[config.mk]
export PLATFORM = sky130hd
export DESIGN_NAME = ts_channel_failover_ctrl_flat
export DESIGN_NICKNAME = d
export VERILOG_FILES = /design/src/rtl/ts_channel_failover_ctrl_if.sv /design/src/rtl/ts_channel_failover_ctrl.sv /design/src/flat_wrapper.sv
export SDC_FILE = /design/constraint.sdc
export NUM_CORES = 1
export LEC_CHECK = 0
export ABC_AREA = 1
export CAP_MARGIN = 20
export CORE_ASPECT_RATIO = 1.5
export CORE_UTILIZATION = 35
export DETAILED_ROUTE_END_ITERATION = 10
export GPL_TIMING_DRIVEN = 1
export SLEW_MARGIN = 25
export SYNTH_ARGS = -nofsm -noshare
export SYNTH_HDL_FRONTEND = slang
export SYNTH_SLANG_ARGS = --single-unit
[constraint.sdc]
create_clock -name rclk -period 3.5 [get_ports rclk]
set_clock_uncertainty 0.2 [all_clocks]
set_input_delay 0.7 -clock rclk [delete_from_list [all_inputs] [get_ports rclk]]
set_output_delay 0.7 -clock rclk [all_outputs]
set_load 0.01 [all_outputs]
[src/rtl/ts_channel_failover_ctrl_if.sv]
// Signal bundle between the TS channel failover controller and its config/status/mux neighbours.
// active_valid qualifies active_ch; there is no ready, the mux consumes the select every rclk cycle.
interface ts_channel_failover_ctrl_if #(
    parameter int TIMER_W = 20,
    parameter int CNT_W   = 8
);
    logic               cfg_fallback_en;
    logic               cfg_manual_en;
    logic [1:0]         cfg_manual_ch;
    logic [7:0]         cfg_priority;
    logic [TIMER_W-1:0] cfg_reset_timer;
    logic [3:0]         sig_present;
    logic               pkt_boundary;

    logic [1:0]         active_ch;
    logic               active_valid;
    logic               switch_pulse;
    logic [CNT_W-1:0]   switch_count;
    logic               revert_busy;
    logic [1:0]         dbg_state;

    modport master (
        output cfg_fallback_en, cfg_manual_en, cfg_manual_ch, cfg_priority,
               cfg_reset_timer, sig_present, pkt_boundary,
        input  active_ch, active_valid, switch_pulse, switch_count, revert_busy, dbg_state
    );

    modport slave (
        input  cfg_fallback_en, cfg_manual_en, cfg_manual_ch, cfg_priority,
               cfg_reset_timer, sig_present, pkt_boundary,
        output active_ch, active_valid, switch_pulse, switch_count, revert_busy, dbg_state
    );
endinterface

[src/rtl/ts_channel_failover_ctrl.sv]
// Selects which of four MPEG-TS input channels feeds the output mux, switching only at packet
// boundaries (or immediately when the active source disappears) with a hold-off before reverting.
module ts_channel_failover_ctrl #(
    parameter int TIMER_W = 20,
    parameter int CNT_W   = 8
) (
    input logic rclk,
    input logic rst,
    ts_channel_failover_ctrl_if.slave bus
);
    typedef enum logic [1:0] {
        NO_SIG  = 2'd0,
        ACTIVE  = 2'd1,
        REVERT  = 2'd2,
        PENDING = 2'd3
    } state_t;

    state_t             state_q, state_d;
    logic [1:0]         ch_q, ch_d;
    logic               valid_q, valid_d;
    logic               pulse_q, pulse_d;
    logic [CNT_W-1:0]   cnt_q, cnt_d;
    logic               busy_q, busy_d;
    logic [TIMER_W-1:0] rev_q, rev_d;
    logic [1:0]         rev_ch_q, rev_ch_d;

    logic [1:0] slot_ch [4];
    logic [1:0] des_ch;
    logic       des_valid;
    logic       auto_mode;
    logic       do_load;

    function automatic logic [2:0] rank_of(input logic [1:0] ch, input logic [7:0] prio);
        rank_of = 3'd4;
        for (int k = 3; k >= 0; k--) begin
            if (prio[2*k +: 2] == ch) rank_of = 3'(k);
        end
    endfunction

    // Desired target: manual override, else slot0 only, else first present slot.
    always_comb begin
        for (int k = 0; k < 4; k++) slot_ch[k] = bus.cfg_priority[2*k +: 2];
        auto_mode = bus.cfg_fallback_en && !bus.cfg_manual_en;
        des_ch    = slot_ch[0];
        des_valid = 1'b0;
        if (bus.cfg_manual_en) begin
            des_ch    = bus.cfg_manual_ch;
            des_valid = 1'b1;
        end else if (!bus.cfg_fallback_en) begin
            des_valid = bus.sig_present[slot_ch[0]];
        end else begin
            for (int k = 3; k >= 0; k--) begin
                if (bus.sig_present[slot_ch[k]]) begin
                    des_ch    = slot_ch[k];
                    des_valid = 1'b1;
                end
            end
        end
    end

    logic act_present, mismatch, revert_ok, rev_abort, rev_expired;
    assign act_present = bus.sig_present[ch_q];
    assign mismatch    = !des_valid || (des_ch != ch_q);
    assign revert_ok   = auto_mode && des_valid &&
                         (rank_of(des_ch, bus.cfg_priority) < rank_of(ch_q, bus.cfg_priority)) &&
                         (bus.cfg_reset_timer != '0);
    assign rev_abort   = !auto_mode || !des_valid || (des_ch != rev_ch_q) || (des_ch == ch_q);
    assign rev_expired = ({1'b0, rev_q} + (TIMER_W+1)'(1)) >= {1'b0, bus.cfg_reset_timer};

    always_ff @(posedge rclk or posedge rst) begin
        if (rst) begin
            state_q  <= NO_SIG;
            ch_q     <= '0;
            valid_q  <= 1'b0;
            pulse_q  <= 1'b0;
            cnt_q    <= '0;
            busy_q   <= 1'b0;
            rev_q    <= '0;
            rev_ch_q <= '0;
        end else begin
            state_q  <= state_d;
            ch_q     <= ch_d;
            valid_q  <= valid_d;
            pulse_q  <= pulse_d;
            cnt_q    <= cnt_d;
            busy_q   <= busy_d;
            rev_q    <= rev_d;
            rev_ch_q <= rev_ch_d;
        end
    end

    // A lost active source never waits for a boundary: the switch is taken on the same edge.
    always_comb begin
        state_d = state_q;
        do_load = 1'b0;
        unique case (state_q)
            NO_SIG:  do_load = des_valid;
            ACTIVE: begin
                if (!act_present)  do_load = 1'b1;
                else if (mismatch) state_d = revert_ok ? REVERT : PENDING;
            end
            REVERT: begin
                if (!act_present)     do_load = 1'b1;
                else if (rev_abort)   state_d = ACTIVE;
                else if (rev_expired) state_d = PENDING;
            end
            PENDING: begin
                if (des_valid && (des_ch == ch_q) && act_present) state_d = ACTIVE;
                else if (bus.pkt_boundary || !act_present)        do_load = 1'b1;
            end
        endcase
        if (do_load) state_d = des_valid ? ACTIVE : NO_SIG;
    end

    always_comb begin
        ch_d    = ch_q;
        valid_d = valid_q;
        if (do_load) begin
            valid_d = des_valid;
            if (des_valid) ch_d = des_ch;
        end
        pulse_d  = (ch_d != ch_q) || (valid_d != valid_q);
        cnt_d    = (pulse_d && (cnt_q != '1)) ? cnt_q + CNT_W'(1) : cnt_q;
        busy_d   = (state_d == REVERT);
        rev_d    = '0;
        rev_ch_d = des_ch;
        if ((state_q == REVERT) && (state_d == REVERT)) begin
            rev_d    = (rev_q == '1) ? rev_q : rev_q + TIMER_W'(1);
            rev_ch_d = rev_ch_q;
        end
    end

    assign bus.active_ch    = ch_q;
    assign bus.active_valid = valid_q;
    assign bus.switch_pulse = pulse_q;
    assign bus.switch_count = cnt_q;
    assign bus.revert_busy  = busy_q;
    assign bus.dbg_state    = state_q;
endmodule

[src/flat_wrapper.sv]
// flat-port wrapper written by rule: the top's interface ports become plain ports
module ts_channel_failover_ctrl_flat 
#(
    parameter int TIMER_W = 20,
    parameter int CNT_W   = 8
)
  (rclk, rst, bus_cfg_fallback_en, bus_cfg_manual_en, bus_cfg_manual_ch, bus_cfg_priority, bus_cfg_reset_timer, bus_sig_present, bus_pkt_boundary, bus_active_ch, bus_active_valid, bus_switch_pulse, bus_switch_count, bus_revert_busy, bus_dbg_state);
  ts_channel_failover_ctrl_if #(.TIMER_W(TIMER_W), .CNT_W(CNT_W)) bus_i ();
  input logic rclk;
  input logic rst;
  input wire logic [$bits(bus_i.cfg_fallback_en)-1:0] bus_cfg_fallback_en;
  input wire logic [$bits(bus_i.cfg_manual_en)-1:0] bus_cfg_manual_en;
  input wire logic [$bits(bus_i.cfg_manual_ch)-1:0] bus_cfg_manual_ch;
  input wire logic [$bits(bus_i.cfg_priority)-1:0] bus_cfg_priority;
  input wire logic [$bits(bus_i.cfg_reset_timer)-1:0] bus_cfg_reset_timer;
  input wire logic [$bits(bus_i.sig_present)-1:0] bus_sig_present;
  input wire logic [$bits(bus_i.pkt_boundary)-1:0] bus_pkt_boundary;
  output wire logic [$bits(bus_i.active_ch)-1:0] bus_active_ch;
  output wire logic [$bits(bus_i.active_valid)-1:0] bus_active_valid;
  output wire logic [$bits(bus_i.switch_pulse)-1:0] bus_switch_pulse;
  output wire logic [$bits(bus_i.switch_count)-1:0] bus_switch_count;
  output wire logic [$bits(bus_i.revert_busy)-1:0] bus_revert_busy;
  output wire logic [$bits(bus_i.dbg_state)-1:0] bus_dbg_state;
  assign bus_i.cfg_fallback_en = bus_cfg_fallback_en;
  assign bus_i.cfg_manual_en = bus_cfg_manual_en;
  assign bus_i.cfg_manual_ch = bus_cfg_manual_ch;
  assign bus_i.cfg_priority = bus_cfg_priority;
  assign bus_i.cfg_reset_timer = bus_cfg_reset_timer;
  assign bus_i.sig_present = bus_sig_present;
  assign bus_i.pkt_boundary = bus_pkt_boundary;
  assign bus_active_ch = bus_i.active_ch;
  assign bus_active_valid = bus_i.active_valid;
  assign bus_switch_pulse = bus_i.switch_pulse;
  assign bus_switch_count = bus_i.switch_count;
  assign bus_revert_busy = bus_i.revert_busy;
  assign bus_dbg_state = bus_i.dbg_state;
  ts_channel_failover_ctrl #(.TIMER_W(TIMER_W), .CNT_W(CNT_W)) u_core (.rclk(rclk), .rst(rst), .bus(bus_i));
endmodule
==> summary.txt, run 1 <==
Detailed routing
  – DRT iter0 DRCs: 145
  – Routed len/inst: 13.3 um
  – Routed vias: 3974
  – DRT Wirelength: 11200 um
  – Vias/cell: 4.74
  – Detailed Routing Iterations Pass 1: 4
  – Antenna Nets Post-Route: 0
  – DRC: 0

Power
  – Gate power share: 0.534
  – NetSw: 1.05 mW
  – Power Internal: 1.58 mW
  – Total power: 2.63 mW
  – Sw Ratio: 0.400
  – Peak supply drop: 0.000396 V
  – LEAKAGE: 2.97 nW
  – Pwr/cell area: 459 nW/um^2
  – Clock network power share: 0.226
  – Sequential share of power: 0.239

Run status
  – Status: finished with violations
  – Failing checks: negative setup slack

STA
  – Fmax: 259 MHz
  – Fin Setup TNS: -7.70 ns
  – Final min period: 3.86 ns
  – RSZ-0062 raised after global routing: yes
  – Final hold violation count: 0
  – Setup violations, final: 25
  – Fin. max-slew vios: 0
  – Final setup margin: -0.363 ns
  – Slew margin rel.: 0.681
  – Slew @ Worst Pin: ~0.48 ns
  – Tcrit/Tclk final: 1.10

Clock tree
  – CTS tree: done
  – Clk sinks: 37
  – Clk root buf: clkbuf_16
  – CTS max path bufs: 2
  – Clk_lat worst skew: 0.29 ns
  – Num CTS Buffers: 5
  – H-Tree Depth: 2
  – Hold buffers post-CTS: 0
  – Clk pin slew, worst setup/hold paths: 0.06 ns

Setup path
  – FF-to-FF path depth: 27
  – Setup crit start kind: flop
  – Crit-path max cell delay: 0.38 ns
  – Worst path required time: 3.52 ns
  – CP max stage cell: dfrtp_1
  – CP Capture Type: flop
  – Crit-path max FO: 7
  – WS Path Type: flop to flop
  – Arrival time at the worst endpoint: 3.89 ns

Logic synthesis
  – Synth top area share: 0.247
  – Mapped Nets: roughly 610
  – Number of synthesized flops with an enable pin: 0
  – Ys async rst share: 1.00
  – Largest cells by area after synthesis: dfrtp_1, nand2_1, inv_1
  – YS warnings: 0
  – Largest area contributor in the netlist: dfrtp_1
  – Syn Area/Cell: 6.90 sq um
  – Post-Syn Area: 3750 sq um
  – Top-count cell post-synth: nand2_1
  – Main flop type after synthesis: dfrtp_1
  – Mapped Cells: 544
  – Seq/Total Area, Yosys: 0.247
  – Most instantiated cells after synthesis: nand2_1, inv_1, nor2_1, dfrtp_1, nand3_1
  – FF+latch count, synth: 37
  – Distinct cells, synth: 34

Place
  – PortBufs: 53
  – Global placement routability congestion: 0.931
  – DPL Wire Length: just under 9000 um
  – Placed cells: around 800
  – Placed Area: 5040 sq um

Floorplan
  – Starting Density: 0.366
  – Die Area: 11100 sq um
  – Placement Rows: 45
  – Die W: 86.5 um
  – Die height: 129 um
  – Core ar.: about 10000 sq um
  – I/O Pins: 54

Global route
  – Initial antenna violation count: 0
  – Total track usage: 0.204
  – GR Overflow Total: 0
  – Largest net degree at the start of global routing: 38
  – Vias in the first global route: roughly 3900
  – First-pass GRT wire length: 17600 um

Final layout
  – Final core utilization: 0.558
  – # diodes: 0
  – Share of cells above drive strength 1: 0.324
  – Cell Count, Final, Fillers Out: 838
  – Final Cell Area: 5720 sq um
  – NumNets Final: 764
  – Area growth syn-to-layout: 52.5%

Hold path
  – Hold Crit Class: flop to flop
  – Worst hold path depth: 1

Job
  – Max Cap Viol: 0
-- sequential cells by signal, indices dropped and copies added, names as in the netlist --
| signal | flops |
|---|---|
| u_core.bus.dbg_state | 2 |
| u_core.bus.active_valid | 1 |
| u_core.bus.switch_pulse | 1 |
| u_core.bus.active_ch | 2 |
| u_core.bus.revert_busy | 1 |
| u_core.rev_ch_q | 2 |
| u_core.rev_q | 20 |
| u_core.bus.switch_count | 8 |
-- final cells by class --
| cell class | instances | area [sq um] |
|---|---|---|
| well taps | 141 | 176 |
| repair buffers | 150 | 1320 |
| clock buffers | 5 | 125 |
| inverters | 113 | 424 |
| clock inverters | 3 | 68.8 |
| fillers | 972 | 4530 |
| multi-input cells | 389 | 2680 |
| flip-flops and latches | 37 | 926 |
-- kinds of logic after synthesis --
family          Yosys count  share of synthesized area
fa+ha+maj                29                     0.0967
flops                    37                      0.247
simple gates            288                      0.399
buf+inv                 118                      0.124
compound gates           43                     0.0654
xor+xnor                 29                     0.0677
-- path summary, 6_finish.rpt --
path / start / endpoint / slack (ns)
hold reg to reg: u_core.bus.switch_count[3]$_DFFE_PP0P_ / u_core.bus.switch_count[3]$_DFFE_PP0P_ / 0.32
hold / removal: u_core.bus.switch_count[3]$_DFFE_PP0P_ / u_core.bus.switch_count[3]$_DFFE_PP0P_ / 0.32
setup / recovery: u_core.rev_q[0]$_DFFE_PP0P_ / u_core.rev_q[15]$_DFFE_PP0P_ / -0.36
setup reg to reg: u_core.rev_q[0]$_DFFE_PP0P_ / u_core.rev_q[15]$_DFFE_PP0P_ / -0.36
min in group asynchronous: rst / u_core.bus.switch_count[4]$_DFFE_PP0P_ / 0.63
max in group asynchronous: rst / u_core.rev_q[17]$_DFFE_PP0P_ / 2.14
-- worst max-delay path, delay by kind of cell, from the launching register on --
kind | cells | cell delay [ns]
adders and majority gates | 2 | 0.57
AOI/OAI and AO/OA | 2 | 0.31
buffers and inverters | 5 | 0.58
DFF | 1 | 0.38
xor gates and xnor gates | 1 | 0.19
and+or+nand+nor | 17 | 1.55
-- through the flow --
stage	hold WS [ns]	worst slack, ns
after floorplan	0.307	0.00438
after global placement	0.306	-0.871
after detailed placement	0.308	-0.963
after CTS	0.318	-0.434
after global routing	0.335	-0.592
final	0.316	-0.363
-- per-layer routing --
metal / share of wire / track usage / wire (um) / up-vias
met3: 0.026 / 0.0218 / 296 / 30
li1: - / - / - / 2008
met1: 0.39 / 0.211 / 4370 / 1846
met5: 0 / 0 / 0 / -
met2: 0.54 / 0.392 / 6080 / 90
met4: 0.038 / 0.115 / 427 / 0
-- power groups by stage --
stage	sequential, mW	combinational, mW	clock (mW)
3_5_place_dp	0.634	1.31	0
5_1_grt	0.641	1.55	0.625
2_1_floorplan	0.618	0.745	0
4_1_cts	0.627	1.36	0.606
6_report	0.628	1.40	0.594
3_3_place_gp	0.632	1.28	0
-- cell usage in the layout, fill, tap and decap left out, types with 2 or more instances in the layout --
cell type	n
and3_1	3
a21oi_1	14
o21ai_2	2
nor4_1	5
nand4_1	18
ha_1	23
nor2_1	29
or2_2	8
buf_12	2
clkbuf_16	5
nand3_2	8
nor2_2	10
o21ai_1	2
nand3b_1	3
inv_2	17
nor3_2	3
nand3_1	24
dfrtp_1	37
ha_4	5
nand3_4	4
dlygate4sd2_1	5
nand2_2	18
clkdlybuf4s50_1	41
o21ai_0	13
nand2_4	7
nor3_1	4
o211ai_1	3
a21oi_2	4
inv_1	96
dlymetal6s2s_1	7
buf_4	93
xor2_4	2
nor2_4	26
bufinv_16	2
nand2_1	115
xor2_1	16
xnor2_1	10
-- what timing repair did --
| action | in CTS | in global routing |
|---|---|---|
| gates resized for setup | 32 | 59 |
| endpoints found under the setup margin | 35 | 35 |
| hold endpoints to repair | 0 | 0 |
| pin swaps | 16 | 55 |
| setup buffers | 9 | 7 |
| gates cloned | 1 | 0 |
No activity file was read; power rests on OpenSTA's default activity.
==> run 2: changes to the inputs <==
==> constraint.sdc (replaced) <==
create_clock -name rclk -period 4.7 [get_ports rclk]
set_clock_uncertainty 0.2 [all_clocks]
set_input_delay 0.94 -clock rclk [delete_from_list [all_inputs] [get_ports rclk]]
set_output_delay 0.94 -clock rclk [all_outputs]
set_load 0.01 [all_outputs]
==> summary.txt, run 2 (same netlist as run 1, synthesis figures left out) <==
Run status
  – Status: finished, final reports clean

Setup path
  – FF-to-FF path depth: 29 (+7.4%)
  – FF-to-FF Start: u_core.rev_q[0]$_DFFE_PP0P_
  – Crit-path max FO: 14 (+7)
  – WS Path Type: primary input to flop
  – Reg2reg setup slack: 0.57 ns (+0.93 ns)
  – Setup crit start kind: primary input
  – Crit-path max cell delay: 0.60 ns (+0.22 ns)
  – Worst path required time: 4.72 ns (+1.20 ns)
  – CP Capture Type: flop
  – CP max stage cell: clkdlybuf4s50_1
  – Worst reg2reg path endpoint: u_core.rev_q[6]$_DFFE_PP0P_
  – Arrival time at the worst endpoint: 4.38 ns (+0.49 ns)
  – Crit path top cell by count: nand2_1

STA
  – Fmax: 229 MHz
  – Final min period: 4.36 ns
  – RSZ-0062 raised after global routing: no
  – Slew margin rel.: 0.541 (-0.141)
  – Final hold violation count: 0 (unchanged)
  – Setup violations, final: 0 (-100%)
  – Slew @ Worst Pin: 0.687 ns (+0.209 ns)
  – Tcrit/Tclk final: 0.928
  – Fin. max-slew vios: 0 (unchanged)
  – Final setup margin: 0.337 ns (+0.700 ns)
  – Fin Setup TNS: 0 ns (+7.70 ns)
  – Worst hold margin: 0.323 ns (+0.00705 ns)

Power
  – Peak supply drop: 0.000242 V (-39%)
  – Pwr/cell area: 355 nW/um^2 (-23%)
  – Total power: 1.64 mW (-38%)
  – LEAKAGE: 2.33 nW (-22%)

Final layout
  – Most frequent cells in the layout: nand2_1, inv_1, clkdlybuf4s50_1
  – Share of cells above drive strength 1: 0.127 (-0.197)
  – Area growth syn-to-layout: 23.2%
  – Most flop-heavy register: u_core.rev_q
  – Max reg flops: 20 (unchanged)
  – Most common cell after layout, fill and taps aside: nand2_1
  – NumNets Final: 673 (-12%)
  – Final Cell Area: 4620 sq um (-19%)
  – # diodes: 0 (unchanged)
  – Fill cell count: 1087 (+12%)

Global route
  – GR Util met2: 0.359 (-0.0331)
  – First-pass GRT wire length: 17000 um (-3.9%)
  – Met1 GRT Util: 0.207 (-0.00372)
  – Initial antenna violation count: 0 (unchanged)
  – Most Crowded Layer GR: met2
  – Vias in the first global route: 3713 (-6.0%)
  – GR Overflow Total: 0 (unchanged)
  – Grt met3 use: 0.0212 (-0.000641)
  – Largest net degree at the start of global routing: 38 (unchanged)
  – Total track usage: 0.196 (-0.00796)

Hold path
  – Worst hold path depth: 1 (unchanged)
  – Hold path startpoint: u_core.bus.switch_count[3]$_DFFE_PP0P_
  – Hold Crit Class: flop to flop
  – Hold EP: u_core.bus.switch_count[3]$_DFFE_PP0P_

Place
  – PortBufs: 53 (unchanged)
  – Placed Area: 4470 sq um (-11%)
  – Global placement routability congestion: 0.969 (+4.2%)
  – Place WS: 0.0920 ns (+1.06 ns)
  – DPL Wire Length: 8170 um (-7.0%)

Floorplan
  – Die Area: 11100 sq um (unchanged)
  – Starting Density: 0.366 (unchanged)
  – Core ar.: 10200 sq um (unchanged)
  – Die W: 86.5 um (unchanged)
  – Placement Rows: 45 (unchanged)
  – Die height: 129 um (unchanged)
  – I/O Pins: 54 (unchanged)

Detailed routing
  – Antenna Nets Post-Route: 0 (unchanged)
  – Routed len/inst: 13.7 um (+2.6%)
  – Detailed Routing Iterations Pass 1: 4 (unchanged)
  – Vias/cell: 4.85 (+2.2%)
  – DRT Wirelength: 10200 um (-8.7%)
  – Routed vias: 3616 (-9.0%)
  – DRT iter0 DRCs: 172 (+19%)
  – DRC: 0 (unchanged)

Clock tree
  – CTS tree: done
  – Clk sinks: 37 (unchanged)
  – CTS max path bufs: 2 (unchanged)
  – Clk root buf: clkbuf_16
  – Clk_lat worst skew: 0.28 ns (about the same)
  – Clk pin slew, worst setup/hold paths: 0.05 ns (about the same)
  – H-Tree Depth: 2 (unchanged)
  – Setup bufs post-CTS: 0 (-9)
  – Num CTS Buffers: 5 (unchanged)

Job
  – Max Cap Viol: 0 (unchanged)
==> run 2: worst max-delay path by stage <==
stage,startpoint,endpoint,slack [ns],cells after the start
finish,bus_cfg_priority[6],u_core.rev_q[6]$_DFFE_PP0P_,0.34,29
global route,bus_cfg_priority[6],u_core.rev_q[18]$_DFFE_PP0P_,0.02,29
global placement,bus_cfg_priority[6],u_core.rev_q[15]$_DFFE_PP0P_,0.13,28
floorplan,bus_sig_present[2],u_core.rev_q[0]$_DFFE_PP0P_,1.11,28
detailed placement,bus_cfg_priority[6],u_core.rev_q[18]$_DFFE_PP0P_,0.09,29
CTS,bus_cfg_priority[6],u_core.rev_q[18]$_DFFE_PP0P_,0.36,29
==> run 2: worst max-delay path, delay by kind of cell <==
family          cells  cell delay [ns]
compound gates      2             0.27
buf+inv             4             0.99
simple gates       22             1.86
fa+ha+maj           1             0.30
==> run 2: stage by stage <==
stage / instances / util
after detailed placement: 739 / 0.437
after global routing: 746 / 0.451
after global placement: 739 / 0.437
after floorplan: 544 / -
final: 746 / 0.451
after CTS: 746 / 0.451
==> run 2: timing repair <==
action	in CTS	in global routing
hold buffers	0	0
setup endpoints to repair	0	8
resized for setup	0	1
endpoints found under the hold margin	0	0
==> run 2: report_power, final <==
group / internal [mW] / total [mW] / switching (mW)
sequential: 0.378 / 0.467 / 0.0896
combinational: 0.341 / 0.838 / 0.496
clock: 0.208 / 0.335 / 0.127
total: 0.927 / 1.64 / 0.712
==> run 2: area by class of cell <==
cell class | count | area (sq um) | area share
Sequential cell | 37 | 926 | 0.200
Timing Repair Buffer | 59 | 588 | 0.127
Clock buffer | 7 | 143 | 0.0309
Inverter | 113 | 424 | 0.0918
Tap cell | 141 | 176 | 0.0382
Multi-Input combinational cell | 389 | 2360 | 0.512
==> run 2: metal layers <==
layer  part of all wire  up-vias
met3              0.031       37
li1                   -     1822
met2               0.51       88
met5                  0        -
met4              0.059        0
met1               0.40     1669
==> run 3: changes to the inputs <==
--- a/config.mk
+++ b/config.mk
@@ -8,6 +8,7 @@
 export ABC_AREA = 1
 export CAP_MARGIN = 20
 export CORE_ASPECT_RATIO = 1.5
+export CORE_MARGIN = 8
 export CORE_UTILIZATION = 35
 export DETAILED_ROUTE_END_ITERATION = 10
 export GPL_TIMING_DRIVEN = 1
==> summary.txt, run 3 (same netlist as run 1, synthesis figures left out) <==
Power
  – Total power: 1.69 mW (+3.1%)
  – Peak supply drop: 0.000241 V (-0.72%)
  – Pwr/cell area: 364 nW/um^2 (+2.7%)
  – LEAKAGE: 2.35 nW (+0.74%)

Clock tree
  – Num CTS Buffers: 5 (unchanged)
  – Clk root buf: clkbuf_16
  – H-Tree Depth: 2 (unchanged)
  – Clk sinks: 37 (unchanged)
  – Clk pin slew, worst setup/hold paths: 0.05 ns (about the same)
  – CTS max path bufs: 2 (unchanged)
  – # resized after CTS: 0 (unchanged)
  – Setup bufs post-CTS: 0 (unchanged)
  – Hold buffers post-CTS: 0 (unchanged)
  – Clk_lat worst skew: 0.28 ns (about the same)
  – CTS tree: done

Setup path
  – Crit-path max FO: 20 (+6)
  – Worst setup path start: bus_sig_present[3]
  – Setup crit start kind: primary input
  – WS Path Type: primary input to flop
  – Reg2reg setup slack: 0.48 ns (-0.09 ns)
  – Worst reg2reg path endpoint: u_core.rev_q[16]$_DFFE_PP0P_
  – Arrival time at the worst endpoint: 4.38 ns (about the same)
  – CP Capture Type: flop
  – FF-to-FF Start: u_core.rev_q[0]$_DFFE_PP0P_
  – Worst setup endpoint: u_core.rev_q[16]$_DFFE_PP0P_
  – Worst path required time: 4.71 ns (about the same)
  – FF-to-FF path depth: 28 (-3.4%)
  – Crit path top cell by count: nand2_1
  – CP max stage cell: clkdlybuf4s50_1
  – Crit-path max cell delay: 0.52 ns (-0.08 ns)

Detailed routing
  – Routed vias: 3554 (-1.7%)
  – DRC: 0 (unchanged)
  – Detailed Routing Iterations Pass 1: 4 (unchanged)
  – Antenna Nets Post-Route: 0 (unchanged)
  – Routed len/inst: 13.8 um (+0.84%)
  – Vias/cell: 4.76 (-1.8%)
  – DRT Wirelength: 10300 um (+0.98%)
  – DRT iter0 DRCs: 123 (-28%)

Place
  – DPL Wire Length: 8440 um (+3.4%)
  – PortBufs: 53 (unchanged)
  – Place WS: -0.149 ns (-0.241 ns)
  – Placed Area: 4460 sq um (-0.42%)
  – Global placement routability congestion: 0.957 (-1.2%)

Final layout
  – Fill cell count: 1082 (-0.46%)
  – Most common cell after layout, fill and taps aside: nand2_1
  – Most frequent cells in the layout: nand2_1, inv_1, clkdlybuf4s50_1
  – Final Cell Area: 4640 sq um (+0.43%)
  – Share of cells above drive strength 1: 0.126 (-0.00124)
  – # diodes: 0 (unchanged)
  – NumNets Final: 670 (-0.45%)
  – Area of the multi-input gates: 2360 sq um (unchanged)
  – Most flop-heavy register: u_core.rev_q
  – Max reg flops: 20 (unchanged)
  – Area growth syn-to-layout: 23.7%
  – Reg area: 926 sq um (unchanged)

STA
  – Slew margin rel.: 0.559 (+0.0181)
  – Setup violations, final: 0 (unchanged)
  – Final setup margin: 0.331 ns (-0.00601 ns)
  – Fmax: 229 MHz (-0.14%)
  – RSZ-0062 raised after global routing: no
  – Fin. max-slew vios: 0 (unchanged)
  – Slew @ Worst Pin: 0.660 ns (-0.0271 ns)
  – Final hold violation count: 0 (unchanged)
  – Tcrit/Tclk final: 0.930 (+0.00128)
  – Final min period: 4.37 ns (+0.00601 ns)

Floorplan
  – Placement Rows: 46 (+2.2%)
  – Starting Density: 0.356 (-0.00991)
  – I/O Pins: 54 (unchanged)
  – Die height: 143 um (+11%)
  – Die Area: 14400 sq um (+29%)
  – Die W: 101 um (+16%)
  – Core ar.: 10500 sq um (+2.8%)

Global route
  – First-pass GRT wire length: 17300 um (+2.3%)
  – Vias in the first global route: 3602 (-3.0%)
  – Total track usage: 0.151 (-0.0455)
  – GR Overflow Total: 0 (unchanged)
  – Largest net degree at the start of global routing: 38 (unchanged)
  – Initial antenna violation count: 0 (unchanged)

Run status
  – Status: finished, final reports clean

Job
  – Max Cap Viol: 0 (unchanged)

Hold path
  – Worst hold path depth: 1 (unchanged)
  – Hold Crit Class: flop to flop
==> run 3: changes by cell type in the layout (fill, tap and decap cells not counted) <==
cell	previous run	this run
clkbuf_1	1	0
buf_4	5	2
clkdlybuf4s50_1	53	51
a21boi_0	1	0
dlymetal6s2s_1	0	2
a21boi_1	1	2
clkinvlp_4	0	1
bufinv_16	0	1
==> run 3: area by class of cell <==
cell class,instances,share of cell area
clock inverter,2,0.00809
sequential,37,0.199
timing repair buffer,56,0.123
clock buffer,6,0.0299
inverter,113,0.0914
tap,144,0.0388
multi-input combinational,389,0.509
==> run 3: worst min-delay path by stage <==
stage	startpoint	endpoint	slack, ns
2_1_floorplan	u_core.rev_ch_q[1]$_DFFE_PP0N_	u_core.rev_ch_q[1]$_DFFE_PP0N_	0.31
3_3_place_gp	u_core.bus.switch_count[3]$_DFFE_PP0P_	u_core.bus.switch_count[3]$_DFFE_PP0P_	0.31
3_5_place_dp	u_core.bus.switch_count[3]$_DFFE_PP0P_	u_core.bus.switch_count[3]$_DFFE_PP0P_	0.31
6_report	u_core.bus.switch_count[3]$_DFFE_PP0P_	u_core.bus.switch_count[3]$_DFFE_PP0P_	0.32
4_1_cts	u_core.bus.switch_count[3]$_DFFE_PP0P_	u_core.bus.switch_count[3]$_DFFE_PP0P_	0.32
5_1_grt	u_core.bus.switch_count[3]$_DFFE_PP0P_	u_core.bus.switch_count[3]$_DFFE_PP0P_	0.34
==> run 3: critical path, delay by kind of cell <==
family / cells / cell delay, ns
adder cells (fa/ha/maj): 1 / 0.29
AND/OR/NAND/NOR: 21 / 1.66
AO/OA/AOI/OAI: 3 / 0.56
buffers and inverters: 4 / 0.91
==> run 3: routing by layer <==
metal / track usage / wire length (um) / up-vias
li1: - / - / 1812
met1: 0.163 / 4120 / 1649
met2: 0.287 / 5600 / 78
met3: 0.0200 / 337 / 15
met4: 0.0552 / 244 / 0
met5: 0 / 0 / -
==> run 3: power by group <==
group	switching [mW]	leakage, nW	internal, mW
Clock	0.124	0.0831	0.264
Sequential	0.0888	0.486	0.378
Combinational	0.497	1.78	0.340
==> run 3: metrics by stage <==
step	setup TNS [ns]	instances	util	hold slack, ns
floorplan	0	544	-	0.307
global placement	-0.697	739	0.423	0.306
detailed placement	-2.83	739	0.423	0.311
CTS	0	747	0.440	0.321
global route	0	747	0.441	0.336
finish	0	747	0.441	0.323
